### config.mk
export PLATFORM = sky130hd
export DESIGN_NAME = aes_dec_key_sched
export DESIGN_NICKNAME = d
export VERILOG_FILES = /design/src/rtl/aes_dec_key_sched.sv
export SDC_FILE = /design/constraint.sdc
export NUM_CORES = 2
export LEC_CHECK = 0
export ABC_AREA = 0
export CAP_MARGIN = 30
export CELL_PAD_IN_SITES_DETAIL_PLACEMENT = 1
export CELL_PAD_IN_SITES_GLOBAL_PLACEMENT = 1
export CORE_MARGIN = 3
export CORE_UTILIZATION = 49
export DETAILED_ROUTE_END_ITERATION = 8
export PLACE_DENSITY = 0.85
export SETUP_SLACK_MARGIN = 0.05
export SLEW_MARGIN = 5
export SYNTH_ARGS = -nofsm -noshare
export SYNTH_HDL_FRONTEND = slang
export SYNTH_SLANG_ARGS = --single-unit
### constraint.sdc
create_clock -name clk -period 5.5 [get_ports clk]
set_input_delay 1.65 -clock clk [delete_from_list [all_inputs] [get_ports clk]]
set_output_delay 1.65 -clock clk [all_outputs]
set_load 0.02 [all_outputs]
### src/rtl/aes_dec_key_sched.sv
// AES-128 round-key scheduler for the inverse cipher: expands a cipher key one
// round per clock into an 11-entry store, then serves keys from round 10 down to 0.
module aes_dec_key_sched #(
  parameter int NROUNDS = 10
) (
  input  logic         clk,
  input  logic         rst_n,
  input  logic         key_load,
  input  logic [127:0] cipher_key,
  input  logic         next_rk,
  input  logic         rewind,
  output logic [127:0] round_key,
  output logic [3:0]   round_idx,
  output logic         last_rk,
  output logic         key_ready
);

  localparam logic [1:0] ST_IDLE   = 2'd0;
  localparam logic [1:0] ST_EXPAND = 2'd1;
  localparam logic [1:0] ST_READY  = 2'd2;
  localparam logic [3:0] LAST_IDX  = 4'(NROUNDS);

  // Forward S-box, byte 0x00 in the top eight bits.
  localparam logic [2047:0] SBOX_TABLE = {
    128'h637c777bf26b6fc53001672bfed7ab76,
    128'hca82c97dfa5947f0add4a2af9ca472c0,
    128'hb7fd9326363ff7cc34a5e5f171d83115,
    128'h04c723c31896059a071280e2eb27b275,
    128'h09832c1a1b6e5aa0523bd6b329e32f84,
    128'h53d100ed20fcb15b6acbbe394a4c58cf,
    128'hd0efaafb434d338545f9027f503c9fa8,
    128'h51a3408f929d38f5bcb6da2110fff3d2,
    128'hcd0c13ec5f974417c4a77e3d645d1973,
    128'h60814fdc222a908846eeb814de5e0bdb,
    128'he0323a0a4906245cc2d3ac629195e479,
    128'he7c8376d8dd54ea96c56f4ea657aae08,
    128'hba78252e1ca6b4c6e8dd741f4bbd8b8a,
    128'h703eb5664803f60e613557b986c11d9e,
    128'he1f8981169d98e949b1e87e9ce5528df,
    128'h8ca1890dbfe6426841992d0fb054bb16
  };

  function automatic logic [7:0] sbox(input logic [7:0] b);
    logic [10:0] base;
    base = {~b, 3'b000};
    return SBOX_TABLE[base +: 8];
  endfunction

  function automatic logic [31:0] sub_word(input logic [31:0] w);
    return {sbox(w[31:24]), sbox(w[23:16]), sbox(w[15:8]), sbox(w[7:0])};
  endfunction

  function automatic logic [7:0] rcon(input logic [3:0] i);
    case (i)
      4'd1:    return 8'h01;
      4'd2:    return 8'h02;
      4'd3:    return 8'h04;
      4'd4:    return 8'h08;
      4'd5:    return 8'h10;
      4'd6:    return 8'h20;
      4'd7:    return 8'h40;
      4'd8:    return 8'h80;
      4'd9:    return 8'h1b;
      4'd10:   return 8'h36;
      default: return 8'h00;
    endcase
  endfunction

  logic [1:0]   state_reg;
  logic [3:0]   cnt_reg;
  logic [127:0] work_reg;
  logic [127:0] rk [0:NROUNDS];
  logic [127:0] next_key;
  logic [31:0]  temp_word;
  logic         expanding;

  assign expanding = (state_reg == ST_EXPAND) && !key_load;

  // work_reg always holds rk[cnt-1], so the next round key needs no store read.
  always_comb begin
    temp_word        = sub_word({work_reg[23:0], work_reg[31:24]}) ^ {rcon(cnt_reg), 24'h0};
    next_key         = '0;
    next_key[127:96] = work_reg[127:96] ^ temp_word;
    next_key[95:64]  = work_reg[95:64]  ^ next_key[127:96];
    next_key[63:32]  = work_reg[63:32]  ^ next_key[95:64];
    next_key[31:0]   = work_reg[31:0]   ^ next_key[63:32];
  end

  always_ff @(posedge clk or negedge rst_n) begin
    if (!rst_n) begin
      state_reg <= ST_IDLE;
      cnt_reg   <= 4'd0;
      work_reg  <= '0;
      key_ready <= 1'b0;
      round_idx <= 4'd0;
    end else if (key_load) begin
      state_reg <= ST_EXPAND;
      cnt_reg   <= 4'd1;
      work_reg  <= cipher_key;
      key_ready <= 1'b0;
    end else begin
      case (state_reg)
        ST_EXPAND: begin
          work_reg <= next_key;
          if (cnt_reg == LAST_IDX) begin
            state_reg <= ST_READY;
            key_ready <= 1'b1;
            round_idx <= LAST_IDX;
            cnt_reg   <= 4'd0;
          end else begin
            cnt_reg <= cnt_reg + 4'd1;
          end
        end
        ST_READY: begin
          if (rewind) begin
            round_idx <= LAST_IDX;
          end else if (next_rk) begin
            round_idx <= (round_idx == 4'd0) ? LAST_IDX : round_idx - 4'd1;
          end
        end
        default: ;
      endcase
    end
  end

  generate
    for (genvar gi = 0; gi <= NROUNDS; gi++) begin : g_store
      if (gi == 0) begin : g_entry0
        always_ff @(posedge clk or negedge rst_n) begin
          if (!rst_n) begin
            rk[gi] <= '0;
          end else if (key_load) begin
            rk[gi] <= cipher_key;
          end
        end
      end else begin : g_entry
        always_ff @(posedge clk or negedge rst_n) begin
          if (!rst_n) begin
            rk[gi] <= '0;
          end else if (expanding && cnt_reg == 4'(gi)) begin
            rk[gi] <= next_key;
          end
        end
      end
    end
  endgenerate

  assign round_key = (round_idx <= LAST_IDX) ? rk[round_idx] : '0;
  assign last_rk   = key_ready & (round_idx == 4'd0);

endmodule

* After elaboration in Yosys (flattened, before gate mapping) *
Memory sizes are Yosys's and may differ from the RTL's.
Index checks and enable logic that the tools add are counted.
W data, S select, Z words.

storage, ports and cells
  word-level logic and storage cells = 89
  bits in latches = 0
  register bits = 1547
  bits in read-only memories = 128
  memories = 1
  input bits = 133
  bits in writable memories = 0
  output and inout bits = 134

memories
  memory            words  bits a word  read ports  clocked after memory_dff  wr ports  RTL line  RTL
  (name not given)  16     8            1           0                         0         54        case (i)

cells by class
  div/mod/pow operators = 0
  multipliers = 0
  bitwise operators = 12
  multiplexer cells = 20
  eq/ne operators = 14
  shift-type cells = 4
  add/sub/neg operators = 2
  magnitude comparators = 2
  reduce and logical (&&, ||, !) cells = 18

operators by type and width
  kind                          count
  $shiftx A2048 B12 Y8 const A  4
  $mux W128                     5
  $bmux W128 S4                 1
  $xor A32 B32 Y32              5
  $not A8 Y8                    4
  $mux W4                       7
  $eq A4 B3 Y1 const B          4
  $eq A4 B4 Y1 const B          3
  $logic_and A1 B1 Y1           11
  $eq A4 B2 Y1 const B          2
  $pmux W4 S2                   1
  $mux W2                       3
  $reduce_bool A2 Y1            3
  $ge A5 B5 Y1 const B          1
  $not A4 Y5                    1
  $add A4 B1 Y4 const B         1
  $eq A4 B1 Y1 const B          1
  $le A4 B4 Y1 const B          1
  $logic_not A4 Y1              1
  $reduce_and A4 Y1             1
  $sub A4 B1 Y4 const B         1
  $mux W1                       3
  $ne A3 B3 Y1 const B          1
  $eq A2 B1 Y1 const B          1
  6 further kinds               6

* Longest topological paths before layout *
  depth in word-level cells = 9
  depth in mapped cells = 15
  depth with buffers taken out = 11

* Worst setup path after synthesis *
Ideal clock, no wire load.

  path type = flip-flop to output port
  from = register round_idx[0]
  to = output round_key[106]
  path buffers = 4
  arrival time = 2610 ps
  slack = 1240 ps
  data required time = 3850 ps
  stages on the path, launching flop included = 9
  cell sequence = dfrtp_1 > clkbuf_1 > buf_1 > inv_1 > ha_1 > o211ai_1 > clkbuf_1 > clkbuf_1 > o22ai_1

between the ends
  longest elaborated chain between the ends = 5
  elaborated cells on any way between the ends = 6
  classes of those cells = order compare (1); mux (4); bitwise (1)

RTL lines
  item                                          RTL line  RTL
  from (decl)                                   13        output logic [3:0] round_idx,
  from (signal assigned)                        118       round_idx <= (round_idx == 4'd0) ? LAST_IDX : round_idx - 4'd1;
  $not A4 Y5 (not written as such)              148       assign round_key = (round_idx <= LAST_IDX) ? rk[round_idx] : '0;
  $bmux W128 S4                                 148
  $mux W128 (not written as such) (2 in a row)  148
  $mux W128 *                                   148
  to (decl)                                     12        output logic [127:0] round_key,

Every way passes the cells marked *; elsewhere a longest branch is shown, timed or not. The select of a mux whose other input is x is not followed.

* Final worst setup path *
  from = register round_idx[1]
  to = output round_key[75]

The elaborated chain is that of the path after synthesis.

==> flow_metrics.env <==
export IMPL_clock_path_buffers=3
export IMPL_layout_commonest_cell="dfrtp_1"
export IMPL_netlist_area_mm2=0.0839
export IMPL_status="finished, violations left"
export IMPL_io_pins=267
export IMPL_dr_pass1_iters=7
export IMPL_place_gp_congestion=1.02
export IMPL_synth_mux_area_share_pct=13.3
export IMPL_vias=83237
export IMPL_route_antenna_remaining_nets=0
export IMPL_endpoint_kind="output port"
export IMPL_initial_core_util_pct=49.4
export IMPL_dpl_hpwl_um=245000
export IMPL_cts_reportedPaths_clkPinSlew_ns=0.06
export IMPL_routed_wl_um=426000
export IMPL_synthCells=8755
export IMPL_drive_gt1_share_pct=14.2
export IMPL_track_usage_pct=47.2
export IMPL_worstSetupPathType="register to output port"
export IMPL_holdCritPathClass="register to register"
export IMPL_fp_dieW_um=420
export IMPL_viasPerCell=7.46
export IMPL_met1_usage_pct=55.7
export IMPL_synth_compound_area_share_pct=18.2
export IMPL_ys_flop_type="dfrtp_1"
export IMPL_use_met3_pct=16.7
export IMPL_yosysSeqAreaShare_pct=46.1
export IMPL_synth_xor_area_share_pct=3.23
export IMPL_synth_async_reset_ratio_pct=100
export IMPL_synth_yosys_warnings=0
export IMPL_antenna_found_initial=68
export IMPL_min_from="rk[527]"
export IMPL_cts_buffers=164
export IMPL_fillers=18126
export IMPL_rsz0062_at_grt="yes"
export IMPL_final_cells=11152
export IMPL_critPathRequiredTime_ns=3.85
export IMPL_cts_tree="yes"
export IMPL_grt_use_met2_pct=68.8
export IMPL_fin_skew_ns=0.0979
export IMPL_grt_max_degree=148
export IMPL_h_tree_depth=4
export IMPL_ys_ff_latch=1546
export IMPL_endpoint="round_key[75]"
export IMPL_cts_sinks=1546
export IMPL_synth_cell_types=106
export IMPL_synth_top_family_by_area="compound AO/OA/AOI/OAI gates"
export IMPL_setup_tns_ns=-1.08
export IMPL_drc_errors=0
export IMPL_place_area_mm2=0.0899
export IMPL_tightest_slew_ns=1.65
export IMPL_core_mm2=0.170
export IMPL_io_buffer_count=266
export IMPL_synth_top_area_share_pct=46.1
export IMPL_final_cell_mix="1,531 x dfrtp_1, 1,464 x o21ai_0, 1,463 x nand2_1"
export IMPL_synth_edf_count=0
export IMPL_grt_busiest_layer="met2"
export IMPL_core_rowCount=151
export IMPL_final_area_mm2=0.0960
export IMPL_die_area_mm2=0.176
export IMPL_placedCellCount=10788
export IMPL_area_growth_pct=14.5
export IMPL_setup_violations=11
export IMPL_rrSetupSlack_ns=-0.04
export IMPL_period_share_pct=106
export IMPL_insertion_delay_ns=0.93
export IMPL_rr_startpoint="work_reg[25]"
export IMPL_r2r_end="rk[1217]"
export IMPL_violations="max-capacitance violations, max-slew violations, negative setup slack"
export IMPL_globalRouteOverflowTotal=0
export IMPL_syn_nets=8954
export IMPL_arrival_ns=4.20
export IMPL_largest_reg_flops=1408
export IMPL_drv_cap=1
export IMPL_synth_avg_cell_area_um2=9.58
export IMPL_ctsHoldBuffers=0
export IMPL_synth_simple_gate_area_share_pct=13.4
export IMPL_start_kind="register"
export IMPL_root_buffer="clkbuf_16"
export IMPL_fp_dieH_um=420
export IMPL_wl_per_cell_um=38.2
export IMPL_grt_pass1_vias=85584
export IMPL_synth_area_leaders="dfrtp_1 46%, o21ai_0 8.7%, mux4_2 7.9%"
export IMPL_yosysTopAreaCell="dfrtp_1"
export IMPL_path_max_fanout=25
export IMPL_final_nets=8953
export IMPL_hold_viol_final=0
export IMPL_grt_first_pass_wirelength_um=609000
export IMPL_slew_headroom_pct=-11.0
export IMPL_fmax_mhz=171
export IMPL_final_max_slew_viol_count=2
export IMPL_rr_worst_depth=10
export IMPL_synthAdderAreaFrac_pct=1.01
export IMPL_cp_startpoint="round_idx[1]"
export IMPL_finalCriticalPeriod_ns=5.85
export IMPL_dr_first_iter_drc_count=12798
export IMPL_layout_setup_ws_ns=-0.354
[through the flow]
step / hold slack (ns) / util (%) / worst slack (ns)
after floorplan: 0.445 / - / 1.24
after global placement: 0.456 / 53.0 / 0.561
after detailed placement: 0.466 / 53.0 / 0.544
after CTS: 0.479 / 56.4 / 0.0660
after global routing: 0.504 / 56.5 / -0.269
final: 0.478 / 56.6 / -0.354
[kinds of logic after synthesis]
| kind of cell | count (synthesis) |
|---|---|
| flip-flops | 1546 |
| multiplexers | 725 |
| XOR/XNOR | 251 |
| adder cells (fa/ha/maj) | 67 |
| AO/OA/AOI/OAI | 2593 |
| buffers and inverters | 1020 |
| AND/OR/NAND/NOR | 2553 |
[critical path: stages, from the launching register on]
cell,delay (ns)
dfrtp_4,0.64
nor2_4,0.37
buf_12,0.30
buf_6,0.36
a21oi_1,0.15
o22ai_1,1.04
dlymetal6s2s_1,0.41
[worst min-delay path by stage]
stage / endpoint / slack (ns) / cells past startpoint
finish: rk[527] / 0.48 / 2
global route: rk[527] / 0.50 / 2
CTS: rk[413] / 0.48 / 2
detailed placement: rk[413] / 0.47 / 2
global placement: rk[513] / 0.46 / 2
floorplan: rk[1024] / 0.44 / 2
[metal layers]
metal  part of all wire [%]  wire (um)
met1                     34     145000
met2                     43     182000
met3                     13      54000
met4                     11      45400
met5                   0.11        482
[synth_stat cells (20+ instances only)]
cell / n
nor3b_1: 20
xnor3_1: 23
buf_2: 114
or2_2: 21
mux4_2: 295
o21ai_0: 1464
o21a_1: 21
a221oi_1: 23
nor2b_1: 113
o221ai_1: 31
xor2_1: 58
nor2_1: 394
a21oi_1: 279
mux2i_1: 284
o311ai_0: 24
clkbuf_1: 656
and2_1: 31
o22ai_1: 140
a31oi_1: 92
a311oi_1: 32
and3_1: 27
a211oi_1: 58
dfrtp_1: 1546
nand3_1: 97
ha_1: 65
nand2b_1: 93
nand4_1: 24
a2111oi_0: 24
buf_1: 79
o211ai_1: 72
o31ai_1: 30
or4_1: 21
o21ai_1: 71
nor3_1: 101
nand2_1: 1471
xnor2_1: 147
inv_1: 138
or3_1: 61
mux2_2: 145
[what timing repair did]
item	in CTS	in global routing
pin swaps	1	0
cloned	0	1
resized for setup	8	12
endpoints found under the setup margin	93	46
setup buffers	6	5
[layout make-up]
class	count	area [um^2]	area share (%)
multi-input combinational	6189	41300	43.0
sequential	1546	38700	40.3
timing repair buffer	698	6880	7.16
clock buffer	241	4800	5.00
tap	2218	2780	2.89
clock inverter	51	796	0.829
inverter	155	592	0.616
antenna	54	135	0.141
Power is left out: the tool's default activity adds up to more than one toggle a clock period on the data nets, which glitch-free logic cannot reach.
==> variant (same settings) <==
Register the inputs `key_load` and `cipher_key` before use, without a reset. The logic sees them one clock later. The other inputs are not delayed to match.
--- a/src/rtl/aes_dec_key_sched.sv
+++ b/src/rtl/aes_dec_key_sched.sv
@@ -40,6 +40,14 @@
     128'h8ca1890dbfe6426841992d0fb054bb16
   };
 
+  logic key_load_q;
+  logic [127:0] cipher_key_q;
+
+  always_ff @(posedge clk) begin
+    key_load_q   <= key_load;
+    cipher_key_q <= cipher_key;
+  end
+
   function automatic logic [7:0] sbox(input logic [7:0] b);
     logic [10:0] base;
     base = {~b, 3'b000};
@@ -74,7 +82,7 @@
   logic [31:0]  temp_word;
   logic         expanding;
 
-  assign expanding = (state_reg == ST_EXPAND) && !key_load;
+  assign expanding = (state_reg == ST_EXPAND) && !key_load_q;
 
   // work_reg always holds rk[cnt-1], so the next round key needs no store read.
   always_comb begin
@@ -93,10 +101,10 @@
       work_reg  <= '0;
       key_ready <= 1'b0;
       round_idx <= 4'd0;
-    end else if (key_load) begin
+    end else if (key_load_q) begin
       state_reg <= ST_EXPAND;
       cnt_reg   <= 4'd1;
-      work_reg  <= cipher_key;
+      work_reg  <= cipher_key_q;
       key_ready <= 1'b0;
     end else begin
       case (state_reg)
@@ -129,8 +137,8 @@
         always_ff @(posedge clk or negedge rst_n) begin
           if (!rst_n) begin
             rk[gi] <= '0;
-          end else if (key_load) begin
-            rk[gi] <= cipher_key;
+          end else if (key_load_q) begin
+            rk[gi] <= cipher_key_q;
           end
         end
       end else begin : g_entry
Function: not settled (the Yosys comparison gave no result); the edit may change what the design does.
==> variant against the unedited design <==
  * The flow finishes with violations (negative setup slack)
  * Count of clock-buffer cells in the layout up 19
  * Critical endpoint is now round_key[53]
  * Sequential cell count up 129
  * Global-route usage down 3.3 points
  * Critical path type unchanged
  * Synthesized cell count up 1.6%
  * Largest cell class is now registers
  * Final area up 3.0%
  * Highest routed layer unchanged
  * Area after synthesis up 3.0%
  * Setup slack worse by 0.038 ns
  * Wire length down 0.33%
Power is not shown: default switching activity piles up to over one toggle a cycle in this logic, so the estimate is an artifact.
==> variant: results (changes against the unedited design) <==
violations: "negative setup slack"
largest_register_ffs: 1408  # unchanged
htree_levels: 4  # unchanged
grt_max_degree: 169  # +14%
hpwlAfterDp_mm: 243  # -0.72%
dpl_worst_slack_ns: 0.621  # +0.0777 ns
synth-seq-area-share: 0.478  # +0.0163
rrSetupSlack_ns: 0.27  # +0.31 ns
fin_ws_ns: -0.392  # -0.0383 ns
synth.avg_cell_area_um2: 9.72  # +1.4%
worst_slew_pin_slew_ns: 1.41  # -0.239 ns
wl_met2_mm: 186  # +2.4%
port_buffers: 266  # unchanged
slowest_stage: "clkdlybuf4s50_1"
place.gp.congestion: 1.06  # +3.9%
setup_viol: 7  # -4
fin_skew_ns: 0.0843  # -0.0136 ns
crit_fanout: 62  # +150%
cts_buffers: 175  # +6.7%
fillers: 18600  # +2.6%
wl_met3_mm: 52.3  # -3.0%
finalSetupTns_ns: -0.644  # +0.437 ns
slowest_delay_ns: 0.79  # -0.25 ns
r2r-end: "rk[1046]"
first_iter_violations: 11900  # -7.3%
drive_above_1_share: 0.140  # -0.00172
final_cells: 11400  # +2.3%
m1WireLength_mm: 143  # -1.2%
drtPass1Iterations: 8  # +1
place_area_mm2: 0.0926  # +2.9%
first_global_vias: 85400  # -0.24%
yosys.area_share.adder: 0.00964  # -0.000412
met2_usage: 0.666  # -0.0228
synth_common_cells: "o21ai_0 (1564), dfrtp_1 (1546), nand2_1 (1520)"
post_drt_wl_per_cell_um: 37.2  # -2.6%
synthArstFlopShare: 0.923  # -0.0770
hold_slack_ns: 0.479  # +0.000695 ns
holdPathEnd: "rk[11]"
grt_util_met1: 0.519  # -0.0384
arrival_ns: 4.24  # +0.04 ns
min_from: "rk[11]"
synthXorXnorAreaFrac: 0.0307  # -0.00165
antenna_found_initial: 55  # -19%
rr_worst_depth: 12  # +2
root_buffer: "clkbuf_16"
synthMuxAreaShare: 0.130  # -0.00305
critPathTopFamily: "buffers and inverters"
synthDistinctLibCells: 105  # -0.94%
met3_usage: 0.136  # -0.0306
grt_pass1_wl_mm: 590  # -3.1%
critPathCapture: "round_key[53]"
via_per_inst: 7.32  # -2.0%
r2r_start: "work_reg[10]"
synth_compound_area_frac: 0.178  # -0.00384
outcome: "finished with violations"
yosys_warnings: 0  # unchanged
synth_area_leaders: "dfrtp_1 (45%), o21ai_0 (9.1%), mux4_2 (8.0%)"
synth_nets: 9092  # +1.5%
track_usage: 0.439  # -0.0327
[variant: cell count changes after synthesis, sizes merged, moves of 18 or more]
cell / delta
o211ai: -22
mux2i: +18
a21oi: +22
dfxtp: +129
mux2: -32
nand2: +49
o21ai: +43
nand2b: +26
nor2b: -28
nor2: -23
[variant: repair_timing]
item / CTS / global route
endpoints found under the setup margin: 57 / 56
buffers inserted: 4 / 7
gates resized for setup: 4 / 6
cloned: 0 / 2
[variant: final cells by class]
class | count | area, um^2 | area share
Antenna cell | 45 | 113 | 0.00114
Clock buffer | 260 | 5040 | 0.0510
Clock inverter | 68 | 815 | 0.00824
Inverter | 149 | 561 | 0.00567
Multi-Input combinational cell | 6180 | 41200 | 0.417
Sequential cell | 1675 | 41300 | 0.418
Tap cell | 2325 | 2910 | 0.0294
Timing Repair Buffer | 707 | 6920 | 0.0700
